===== src/rtl/iob_plic_claim_agent.sv =====
// Hardware claim/complete sequencer for one PLIC target: reads the claim register,
// hands the claimed ID to the handler, then writes it back to complete the interrupt.
module iob_plic_claim_agent #(
    parameter int ADDR_W     = 16,
    parameter int DATA_W     = 32,
    parameter int ID_W       = 6,
    parameter int CLAIM_ADDR = 0,
    parameter int HOLDOFF    = 2,
    parameter int CNT_W      = 16
) (
    input  logic                  clk_i,
    input  logic                  cke_i,
    input  logic                  rst_i,
    input  logic                  en_i,
    input  logic                  irq_i,
    output logic                  iob_avalid_o,
    output logic [ADDR_W-1:0]     iob_addr_o,
    output logic [DATA_W-1:0]     iob_wdata_o,
    output logic [DATA_W/8-1:0]   iob_wstrb_o,
    input  logic                  iob_ready_i,
    input  logic                  iob_rvalid_i,
    input  logic [DATA_W-1:0]     iob_rdata_i,
    output logic                  vec_valid_o,
    output logic [ID_W-1:0]       vec_id_o,
    input  logic                  vec_ack_i,
    output logic                  busy_o,
    output logic [CNT_W-1:0]      spurious_cnt_o
);

    localparam int               STRB_W    = DATA_W / 8;
    localparam logic [3:0]       HOLD_INIT = 4'(HOLDOFF);
    localparam logic [CNT_W-1:0] CNT_ONE   = CNT_W'(1);

    typedef enum logic [2:0] {
        S_IDLE,
        S_RD_REQ,
        S_RD_WAIT,
        S_PRESENT,
        S_WR_REQ
    } state_t;

    state_t              state_q;
    logic [3:0]          holdoff_q;
    logic                avalid_q;
    logic [STRB_W-1:0]   wstrb_q;
    logic [DATA_W-1:0]   wdata_q;
    logic                vec_valid_q;
    logic [ID_W-1:0]     vec_id_q;
    logic [CNT_W-1:0]    spur_cnt_q;
    logic [CNT_W-1:0]    spur_cnt_d;
    logic [ID_W-1:0]     rd_id;
    logic                unused_rdata_hi;

    function automatic logic [CNT_W-1:0] sat_inc(input logic [CNT_W-1:0] v);
        return (&v) ? v : v + CNT_ONE;
    endfunction

    // Only the low ID_W bits of the claim register carry the source ID.
    assign rd_id           = iob_rdata_i[ID_W-1:0];
    assign unused_rdata_hi = ^iob_rdata_i[DATA_W-1:ID_W];
    assign spur_cnt_d      = sat_inc(spur_cnt_q);

    always_ff @(posedge clk_i) begin
        if (rst_i) begin
            state_q     <= S_IDLE;
            holdoff_q   <= 4'd0;
            avalid_q    <= 1'b0;
            wstrb_q     <= '0;
            wdata_q     <= '0;
            vec_valid_q <= 1'b0;
            vec_id_q    <= '0;
            spur_cnt_q  <= '0;
        end else if (cke_i) begin
            case (state_q)
                S_IDLE: begin
                    // Holdoff masks the PLIC's stale irq right after a completion.
                    if (holdoff_q != 4'd0) begin
                        holdoff_q <= holdoff_q - 4'd1;
                    end else if (en_i && irq_i) begin
                        avalid_q <= 1'b1;
                        wstrb_q  <= '0;
                        state_q  <= S_RD_REQ;
                    end
                end
                S_RD_REQ: begin
                    if (iob_ready_i) begin
                        avalid_q <= 1'b0;
                        state_q  <= S_RD_WAIT;
                    end
                end
                S_RD_WAIT: begin
                    if (iob_rvalid_i) begin
                        if (rd_id == '0) begin
                            spur_cnt_q <= spur_cnt_d;
                            holdoff_q  <= HOLD_INIT;
                            state_q    <= S_IDLE;
                        end else begin
                            vec_valid_q <= 1'b1;
                            vec_id_q    <= rd_id;
                            state_q     <= S_PRESENT;
                        end
                    end
                end
                S_PRESENT: begin
                    if (vec_ack_i) begin
                        vec_valid_q <= 1'b0;
                        avalid_q    <= 1'b1;
                        wstrb_q     <= '1;
                        wdata_q     <= DATA_W'(vec_id_q);
                        state_q     <= S_WR_REQ;
                    end
                end
                S_WR_REQ: begin
                    if (iob_ready_i) begin
                        avalid_q  <= 1'b0;
                        wstrb_q   <= '0;
                        wdata_q   <= '0;
                        vec_id_q  <= '0;
                        holdoff_q <= HOLD_INIT;
                        state_q   <= S_IDLE;
                    end
                end
                default: state_q <= S_IDLE;
            endcase
        end
    end

    assign iob_avalid_o   = avalid_q;
    assign iob_addr_o     = ADDR_W'(CLAIM_ADDR);
    assign iob_wdata_o    = wdata_q;
    assign iob_wstrb_o    = wstrb_q;
    assign vec_valid_o    = vec_valid_q;
    assign vec_id_o       = vec_id_q;
    assign busy_o         = (state_q != S_IDLE);
    assign spurious_cnt_o = spur_cnt_q;

endmodule


===== config.mk =====
export PLATFORM = sky130hd
export DESIGN_NAME = iob_plic_claim_agent
export DESIGN_NICKNAME = d
export VERILOG_FILES = /design/src/rtl/iob_plic_claim_agent.sv
export SDC_FILE = /design/constraint.sdc
export NUM_CORES = 1
export LEC_CHECK = 0
export BUFFER_PORTS_ARGS = -buffer_cell sky130_fd_sc_hd__buf_2
export CELL_PAD_IN_SITES_DETAIL_PLACEMENT = 2
export CELL_PAD_IN_SITES_GLOBAL_PLACEMENT = 2
export CORE_MARGIN = 3
export CORE_UTILIZATION = 26
export CTS_CLUSTER_SIZE = 30
export DETAILED_ROUTE_END_ITERATION = 7
export MAX_ROUTING_LAYER = met4
export PLACE_DENSITY_LB_ADDON = 0.1
export SYNTH_ARGS = -nofsm -noshare
export SYNTH_HDL_FRONTEND = slang
export SYNTH_SLANG_ARGS = --single-unit

===== constraint.sdc =====
create_clock -name clk_i -period 5.5 [get_ports clk_i]
set_input_delay 0.275 -clock clk_i [delete_from_list [all_inputs] [get_ports clk_i]]
set_output_delay 0.275 -clock clk_i [all_outputs]
set_load 0.01 [all_outputs]

* Word-level counts from Yosys, hierarchy flattened
Cells that the tools add are included.
Cells by class: add/subtract/negate cells 2, eq/ne operators 14, muxes and demuxes 34, bitwise logic cells 1, reduce and logical (&&, ||, !) cells 21
Operators with widths (count):
- two-way mux 32 bit | 2
- case mux 32 bit (2 select lines) | 1
- two-way mux 4 bit | 8
- case mux 4 bit (3 select lines) | 2
- two-way mux 3 bit | 6
- two-way mux 6 bit | 3
- inequality test 2 bit, second input constant | 9
- AND reduction 6 bit | 3
- adder 16 x 1 -> 16 bit, second input constant | 1
- AND reduction 16 bit | 1
- case mux 3 bit (5 select lines) | 1
- AND reduction 5 bit | 3
- case mux 6 bit (2 select lines) | 1
- nonzero test 3 bit | 4
- two-way mux 1 bit | 7
- AND reduction 7 bit | 1
- equality test 3 x 2 -> 1 bit, second input constant | 2
- logical NOT 6 bit | 1
- nonzero test 2 bit | 3
- AND reduction 4 bit | 1
- nonzero test 4 bit | 1
- subtractor 4 x 1 -> 4 bit, second input constant | 1
- equality test 3 x 1 -> 1 bit, second input constant | 1
- equality test 3 bit, second input constant | 1
- 8 further kinds | 8
Storage, ports and cells: flip-flop bits (word level) 67, input bits 40

* Longest topological paths before layout
Gate-level depths: netlist of the first run.
word-level depth 4, mapped depth 7, mapped depth without buffers 7

* Worst setup path after synthesis of the first run
Ideal clock, no wire load.
path kind reg2reg, start reg spur_cnt_q[3] (netlist: spurious_cnt_o[3]), end reg spur_cnt_q[0] (netlist: spurious_cnt_o[0]), setup time 128 ps, data arrival time 1635 ps, required time 5372 ps, path slack 3737 ps, stages on the path, launching flop included 8, clock period less this slack 1763 ps, path through dfxtp_1 > and4_1 > clkbuf_1 > nor4bb_1 > buf_2 > nor2_1 > xnor2_1 > nor2_1
On the way: word-level cells in the longest chain between the ends 3
RTL lines:
- from (decl) | line 49 | logic [CNT_W-1:0] spur_cnt_q;
- from (signal assigned) | line 94 | spur_cnt_q <= spur_cnt_d;
- AND reduction 16 bit | line 55 | return (&v) ? v : v + CNT_ONE;
- inverter 1 bit (no source line)
- AND reduction 5 bit (no source line)
No other way between the ends. A chain may end at the register's enable or synchronous reset.

* Worst setup path in the final report of the first run
start reg state_q[1], end reg wdata_q[0] (netlist: iob_wdata_o[0])
On the way: word-level cells in the longest chain between the ends 3, elaborated cells between the ends (all ways) 7, classes of those cells 4 x eq/ne; 1 x mux; 2 x reduce/logical
RTL lines:
- from (decl) | line 42 | state_t state_q;
- from (signal assigned) | line 65 | state_q <= S_IDLE;
- from (signal assigned) | line 82 | state_q <= S_RD_REQ;
- from (signal assigned) | line 88 | state_q <= S_RD_WAIT;
- equality test 3 x 2 -> 1 bit or equality test 3 bit (tied branches) | line 74 | case (state_q)
- inequality test 2 bit (no source line) or nonzero test 2 bit (tied branches)
- AND reduction 4 bit (no source line)
- to (signal assigned) | line 109 | wdata_q <= DATA_W'(vec_id_q);
- to (decl) | line 46 | logic [DATA_W-1:0] wdata_q;
Several ways; a longest one is shown, not always the timed one.

==> results.toml, run 1 <==
[power_and_ir_drop]
powerDensity_nw_per_um2 = 264
leakagePower_nw = 1.04
pwr-share-clk_pct = 31.5
netSwitchingFraction_pct = 31.9
p_comb_share_pct = 21.8
ir_drop_mv = 0.0802
internal_power_uw = 448
sequentialPowerShare_pct = 46.7
switchingPower_uw = 210

[floorplan]
die_width_um = 99.1
rows = 33
die_area_um2 = 9810
coreArea_um2 = 8300
start_util_pct = 27.1
ios = 117
die_height_um = 99.1

[min_path]
hp-class = "in2reg"

[drt]
drtAntennaViolNets = 0
first_pass_iters = 4
drc = 0
vias = 2025
vias_per_cell = 4.70
routed_wl_um = 6300
drtIter0Drc = 81
wire_per_inst_um = 14.6

[sta]
period_needed_ns = 2.36
slew_headroom_pct = 43.3
maxSlewViolCount = 0
max_freq_mhz = 424
hold_viol_final = 0
min_period_over_period_pct = 42.9
clock_skew_ns = 0.00698
rsz0062_at_grt = "no"
tightest_slew_ns = 0.848
tns_ns = 0
finalSetupViolCount = 0

[clock_tree]
cts_tree = "done"
clock_latency_ns = 0.29
clkTransAtPathRegs_ns = 0.08
post_cts_buffers = 0
clock_path_buffers = 2
cts.htree.levels = 2
cts.sinks = 38
cts_buffers = 5
cts.repair.resized = 0
clockRootBuffer = "clkbuf_8"
cts_hold_buf = 0

[finish]
nNetsFinal = 367
stdcell_area_um2 = 2490
drive_gt1_share_pct = 19.3
nFillCells = 997
syn2layout_area_growth_pct = 10.7
antennaDiodeCount = 0

[yosys]
synth-async-reset-ratio_pct = 0
avgSynthCellArea_um2 = 7.93
synth-warning-count = 0
syn_inst = 284
yosysSeqAreaShare_pct = 33.8
synth_area_um2 = 2250
synth_seq_cells = 38
ys_types = 47
synth_edf_count = 0
synth-main-ff-cell = "dfxtp_1"

[setup_path]
endpoint_kind = "flip-flop"
cp_max_fo = 16
crit_required_ns = 5.65
startpoint_type = "flip-flop"
arrival_ns = 2.51
criticalPathCategory = "reg2reg"

[place]
port_buffers = 48
placed_cell_area_um2 = 2400
dp_hpwl_um = 4700
finalWeightedCongestion = 0.741

[grt]
antenna_found_initial = 0
overflow = 0
grt_max_degree = 41
grt_pass1_wl_um = 10400
first_global_vias = 1983
grt_usage_pct = 13.5

[outcome]
status = "complete, no violations"

[flow_run]
cap_viol_max_count = 0
==> kinds of logic after synthesis <==
| family | share of synthesized area (%) |
|---|---|
| simple gates | 27.6 |
| compound gates | 13.9 |
| buf+inv | 18.3 |
| flops | 33.8 |
| other cells | 0.167 |
| mux | 0.444 |
| xor+xnor | 4.67 |
| fa+ha+maj | 1.11 |
==> path summary, 6_finish.rpt <==
path,from,end,slack [ns],depth (start not counted)
setup / recovery,state_q[1],iob_wdata_o[0],3.14,5
hold / removal,iob_rdata_i[5],vec_id_o[5],0.27,3
setup reg to reg,state_q[1],iob_wdata_o[0],3.14,5
hold reg to reg,iob_wdata_o[1],iob_wdata_o[1],0.46,2
==> synth_stat cells, types with 2 or more instances <==
master,count,area (µm²)
clkbuf_1,7,26.3
nor4b_1,2,17.5
ha_1,2,25.0
xnor2_1,12,105
and4_1,2,17.5
o211ai_1,2,15.0
and2_1,2,12.5
nand2b_1,4,25.0
nand2_1,24,90.1
nand3_1,12,60.1
nor4_1,2,12.5
inv_1,8,30.0
nand4_1,13,81.3
nor2_1,27,101
nor2b_1,5,31.3
o21ai_0,9,45.0
buf_4,45,338
a31oi_1,3,18.8
and4b_1,2,20.0
dfxtp_1,38,761
buf_2,3,15.0
nor3_1,9,45.0
nor3b_1,3,22.5
a21oi_1,24,120
a211oi_1,2,15.0
==> power groups by stage <==
stage | sequential, mW | clock, mW | combinational, mW
final | 0.307 | 0.207 | 0.143
after global routing | 0.310 | 0.234 | 0.170
after CTS | 0.308 | 0.221 | 0.145
after detailed placement | 0.314 | 0 | 0.144
after global placement | 0.314 | 0 | 0.141
after floorplan | 0.308 | 0 | 0.132
==> placed cells by master, fill, tap and decap left out, types with 2 or more instances in the layout <==
cell and n:
nand2_1 24, o211ai_1 2, nand2b_1 4, ha_1 2
nor2b_1 5, nand3_1 12, nor2_1 27, and4_1 2
dfxtp_1 38, and2_1 2, nand4_1 13, a31oi_1 3
o21ai_0 9, nor4b_1 2, a21oi_1 24, a211oi_1 2
inv_1 8, xnor2_1 12, buf_2 48, conb_1 42
nor4_1 2, nor3b_1 3, clkbuf_8 6, nor3_1 9
and4b_1 2
==> area by class of cell <==
| cell class | instances | area, µm² | area share (%) |
|---|---|---|---|
| sequential | 38 | 761 | 30.5 |
| inverter | 8 | 30.0 | 1.20 |
| timing repair buffer | 49 | 248 | 9.93 |
| clock buffer | 7 | 86.3 | 3.46 |
| tap | 105 | 131 | 5.27 |
| multi-input combinational | 223 | 1230 | 49.4 |
| clock inverter | 1 | 5.00 | 0.201 |
==> critical path: stages (launching register included) <==
cell	delay (ns)
dfxtp_1	0.63
nand2b_1	0.28
o32ai_1	0.76
nand2_1	0.32
nand2_1	0.15
a21oi_1	0.07
==> metrics by stage <==
step | power (mW) | worst slack (ns) | instances | utilization (%) | hold WS (ns)
6_report | 0.658 | 3.14 | 431 | 30.0 | 0.271
5_1_grt | 0.713 | 2.74 | 431 | 30.0 | 0.270
4_1_cts | 0.673 | 3.10 | 431 | 30.0 | 0.254
3_5_place_dp | 0.458 | 3.12 | 423 | 28.9 | 0.450
3_3_place_gp | 0.455 | 3.18 | 423 | 28.9 | 0.442
2_1_floorplan | 0.440 | 3.74 | 325 | - | 0.427
==> layer usage <==
layer  track usage [%]  vias to the layer above  part of all wire, %
li1                  -                      991                    -
met1              18.3                      975                   49
met2              21.0                       53                   46
met3              2.41                        6                  4.1
met4              3.15                        0                  1.0
met5                 -                        -                    0
==> registers in the layout, indices dropped and copies added, names as in the netlist <==
register        cells
holdoff_q           4
iob_avalid_o        1
state_q             3
iob_wdata_o         6
vec_valid_o         1
vec_id_o            6
spurious_cnt_o     16
iob_wstrb_o         1
Power figures use the tool's default switching activity.
==> run 2, diff against run 1 <==
--- a/config.mk
+++ b/config.mk
@@ -9,7 +9,7 @@
 export CELL_PAD_IN_SITES_DETAIL_PLACEMENT = 2
 export CELL_PAD_IN_SITES_GLOBAL_PLACEMENT = 2
 export CORE_MARGIN = 3
-export CORE_UTILIZATION = 26
+export CORE_UTILIZATION = 21
 export CTS_CLUSTER_SIZE = 30
 export DETAILED_ROUTE_END_ITERATION = 7
 export MAX_ROUTING_LAYER = met4
==> constraint.sdc (replaced) <==
create_clock -name clk_i -period 2.1 [get_ports clk_i]
set_input_delay 0.105 -clock clk_i [delete_from_list [all_inputs] [get_ports clk_i]]
set_output_delay 0.105 -clock clk_i [all_outputs]
set_load 0.01 [all_outputs]
==> results.toml, run 2 (same netlist as run 1, synthesis figures left out) <==
[floorplan]
die_width_um = 110
die_height_um = 110
start_util_pct = 21.7
rows = 37
die_area_um2 = 12000
ios = 117
coreArea_um2 = 10400

[sta]
hold_viol_final = 0
tns_ns = 0
worst_slack_ns = 0.191
min_period_over_period_pct = 90.9
maxSlewViolCount = 0
clock_skew_ns = 0.00401
rsz0062_at_grt = "no"
finalSetupViolCount = 0
period_needed_ns = 1.91
max_freq_mhz = 524

[power_and_ir_drop]
netSwitchingFraction_pct = 32.8
powerDensity_nw_per_um2 = 683
p_comb_share_pct = 23.8
pwr-share-clk_pct = 31.4
internal_power_mw = 1.20
leakagePower_nw = 1.10
switchingPower_uw = 587
sequentialPowerShare_pct = 44.8
ir_drop_mv = 0.210

[min_path]
hp-class = "in2reg"

[finish]
drive_gt1_share_pct = 22.2
final_cell_mix = "buf_2, conb_1, dfxtp_1, nor2_1"
nNetsFinal = 379
seq_area_um2 = 761
nFillCells = 1270
stdcell_count = 474
syn2layout_area_growth_pct = 16.4
multi_input_comb_area_um2 = 1230
largest_reg_flops = 16
final_common_cell = "buf_2"
antennaDiodeCount = 0

[drt]
wire_per_inst_um = 14.4
drc = 0
vias = 2071
first_pass_iters = 4
drtAntennaViolNets = 0
vias_per_cell = 4.37
drtIter0Drc = 42
routed_wl_um = 6840

[clock_tree]
post_cts_buffers = 0
clockRootBuffer = "clkbuf_8"
cts_buffers = 5
clock_latency_ns = 0.30
cts.sinks = 38
cts_hold_buf = 0
clock_path_buffers = 2
cts.htree.levels = 2
clkTransAtPathRegs_ns = 0.09
cts.repair.resized = 0
cts_tree = "done"

[place]
dp.cells = 466
dp_hpwl_um = 5270
pre_cts_slack_ns = 0.209
port_buffers = 48
finalWeightedCongestion = 0.687

[flow_run]
cap_viol_max_count = 0

[setup_path]
slowest_delay_ns = 0.52
endpoint_kind = "flip-flop"
crit_required_ns = 2.33
r2r_slack_ns = 0.19
cp_top_family = "simple AND/OR/NAND/NOR gates"
criticalPathCategory = "reg2reg"
startpoint_type = "flip-flop"
slowest_stage = "or4_1"
arrival_ns = 2.14
cp_num_buf_inv = 0
cp_max_fo = 8
crit_path_cell_trace = "nand2b_1 > o221a_2 > o21ai_2 > or4_1 > a21oi_1"

[outcome]
status = "complete, no violations"

[grt]
grt_max_degree = 25
antenna_found_initial = 0
overflow = 0
first_global_vias = 2125
grt_usage_pct = 11.9
grt_pass1_wl_um = 10900
==> run 2: cell count changes in the layout (fill, tap and decap cells not counted), sizes merged <==
| cell | previous run | this run |
|---|---|---|
| buf | 49 | 61 |
==> run 2: final cells by class <==
cell class,count,area share (%)
tap,136,6.49
inverter,8,1.15
clock inverter,1,0.191
clock buffer,7,3.29
sequential,38,29.0
multi-input combinational,223,47.0
timing repair buffer,61,12.9
==> run 2: worst register-to-register path: stages (launching register included) <==
cell	delay (ns)
dfxtp_1	0.50
nand2b_1	0.31
o221a_2	0.29
o21ai_2	0.11
or4_1	0.52
a21oi_1	0.12
==> run 2: path summary, 6_finish.rpt <==
kind	from	endpoint	depth (start not counted)
worst min-delay path	iob_rdata_i[2]	vec_id_o[2]	3
worst max-delay path	state_q[2]	holdoff_q[3]	5
worst max register to register	state_q[2]	holdoff_q[3]	5
worst min register to register	iob_wdata_o[3]	iob_wdata_o[3]	2
==> run 2: power by group through the flow <==
| stage | Clock (mW) | Sequential (mW) | Combinational (mW) |
|---|---|---|---|
| floorplan | 0 | 0.806 | 0.346 |
| global placement | 0 | 0.818 | 0.419 |
| detailed placement | 0 | 0.820 | 0.435 |
| CTS | 0.594 | 0.804 | 0.436 |
| global route | 0.620 | 0.812 | 0.492 |
| finish | 0.562 | 0.802 | 0.427 |
==> run 2: stage by stage <==
| stage | utilization, % | hold slack, ns | total power [mW] | cell area, µm² |
|---|---|---|---|---|
| 3_5_place_dp | 24.4 | 0.408 | 1.25 | 2530 |
| 3_3_place_gp | 24.4 | 0.402 | 1.24 | 2530 |
| 5_1_grt | 25.3 | 0.0872 | 1.92 | 2620 |
| 4_1_cts | 25.3 | 0.0748 | 1.83 | 2620 |
| 6_report | 25.3 | 0.0877 | 1.79 | 2620 |
| 2_1_floorplan | - | 0.257 | 1.15 | 2410 |
==> run 2: routing by layer <==
| metal | up-vias | wire length, µm | part of all wire, % | global-route usage [%] |
|---|---|---|---|---|
| met5 | - | 0 | 0 | - |
| met4 | 0 | 75 | 1.1 | 3.21 |
| met3 | 6 | 299 | 4.4 | 2.11 |
| met2 | 52 | 3170 | 46 | 18.9 |
| met1 | 1000 | 3290 | 48 | 15.7 |
| li1 | 1013 | - | - | - |
==> run 3, diff against run 2 <==
--- a/config.mk
+++ b/config.mk
@@ -8,7 +8,6 @@
 export BUFFER_PORTS_ARGS = -buffer_cell sky130_fd_sc_hd__buf_2
 export CELL_PAD_IN_SITES_DETAIL_PLACEMENT = 2
 export CELL_PAD_IN_SITES_GLOBAL_PLACEMENT = 2
-export CORE_MARGIN = 3
 export CORE_UTILIZATION = 21
 export CTS_CLUSTER_SIZE = 30
 export DETAILED_ROUTE_END_ITERATION = 7
==> results.toml, run 3 (same netlist as run 1, synthesis figures left out) <==
[finish]
nFillCells = 1265
final_cell_mix = "buf_2, conb_1, dfxtp_1, nor2_1"
nNetsFinal = 386
antennaDiodeCount = 0
largest_reg_flops = 16
final_common_cell = "buf_2"
stdcell_count = 481
stdcell_area_um2 = 2690
drive_gt1_share_pct = 23.5
syn2layout_area_growth_pct = 19.4
utilization_pct = 25.9

[flow_run]
cap_viol_max_count = 0

[sta]
tns_ns = 0
finalSetupViolCount = 0
min_period_over_period_pct = 91.0
maxSlewViolCount = 0
hold_viol_final = 0
clock_skew_ns = 0.00441
rsz0062_at_grt = "no"
period_needed_ns = 1.91
fin_hold_ws_ns = 0.0916
max_freq_mhz = 523
tightest_slew_ns = 0.773
slew_headroom_pct = 47.9
worst_slack_ns = 0.188

[setup_path]
cp_max_fo = 6
slowest_delay_ns = 0.51
r2r_slack_ns = 0.19
startpoint_type = "flip-flop"
crit_required_ns = 2.33
r2r-end = "holdoff_q[3]"
endpoint = "holdoff_q[3]"
endpoint_kind = "flip-flop"
path_common_cell = "a21oi_1"
slowest_stage = "or4_1"
worstSetupStartpoint = "holdoff_q[0]"
criticalPathCategory = "reg2reg"
rr_worst_depth = 7
crit_path_cell_trace = "inv_1 > ha_1 > nor3b_1 > a21oi_1 > o21ai_2 > or4_1 > a21oi_1"
r2r-start = "holdoff_q[0]"
arrival_ns = 2.14

[drt]
wl_met2_um = 2960
first_pass_iters = 4
drc = 0
vias_per_cell = 4.37
routed_wl_um = 6730
met1_length_um = 3400
highest_layer = "met4"
wl_met3_um = 289
wire_per_inst_um = 14.0
drtAntennaViolNets = 0
drtIter0Drc = 46
vias = 2101

[place]
finalWeightedCongestion = 0.739
pre_cts_slack_ns = 0.221
dp.cells = 473
port_buffers = 48
placed_cell_area_um2 = 2580
dp_hpwl_um = 5130

[power_and_ir_drop]
powerDensity_nw_per_um2 = 695
leakagePower_nw = 1.14
ir_drop_mv = 0.251
power_mw = 1.87

[clock_tree]
cts.htree.levels = 2
cts_buffers = 5
post_cts_buffers = 0
cts_tree = "done"
clock_latency_ns = 0.30
clock_path_buffers = 2
clockRootBuffer = "clkbuf_8"
cts_hold_buf = 0
clkTransAtPathRegs_ns = 0.08
cts.sinks = 38
cts.repair.resized = 0

[grt]
grt_pass1_wl_um = 11100
overflow = 0
grt_max_degree = 25
grt_usage_pct = 13.1
antenna_found_initial = 0
first_global_vias = 2119

[floorplan]
start_util_pct = 21.7
die_width_um = 106
coreArea_um2 = 10400
ios = 117
rows = 37
die_height_um = 106
die_area_um2 = 11100

[min_path]
hp-class = "in2reg"
min_path_cells = 3
hold_start = "iob_rdata_i[2]"

[outcome]
status = "complete, no violations"
==> run 3: worst min path at each step <==
stage	to	slack [ns]
2_1_floorplan	vec_id_o[0]	0.26
4_1_cts	vec_id_o[2]	0.08
6_report	vec_id_o[2]	0.09
3_5_place_dp	vec_id_o[2]	0.41
3_3_place_gp	vec_id_o[5]	0.40
5_1_grt	vec_id_o[2]	0.07
==> run 3: where the power goes <==
group | internal (mW) | total, mW | leakage, nW | switching, mW
clock | 0.356 | 0.640 | 0.0524 | 0.284
combinational | 0.175 | 0.431 | 0.783 | 0.256
sequential | 0.763 | 0.799 | 0.307 | 0.0361
total | 1.29 | 1.87 | 1.14 | 0.576
==> run 3: cell type report <==
cell class | count | area, µm² | share of cell area, %
clock buffers | 7 | 76.3 | 2.84
multi-input cells | 223 | 1230 | 45.8
repair buffers | 68 | 390 | 14.5
well taps | 136 | 170 | 6.33
flip-flops and latches | 38 | 761 | 28.3
inverters | 8 | 30.0 | 1.12
clock inverters | 1 | 30.0 | 1.12
==> run 3: per-layer routing <==
metal,vias to the layer above,track usage (%)
met2,57,19.9
met3,6,2.72
met1,1010,17.3
met5,-,-
li1,1028,-
met4,0,3.87
==> run 3: critical path, delay by kind of cell (launching register included) <==
kind | cells | cell delay, ns
simple gates | 2 | 0.67
buf+inv | 1 | 0.06
flops | 1 | 0.38
compound gates | 3 | 0.51
fa+ha+maj | 1 | 0.22
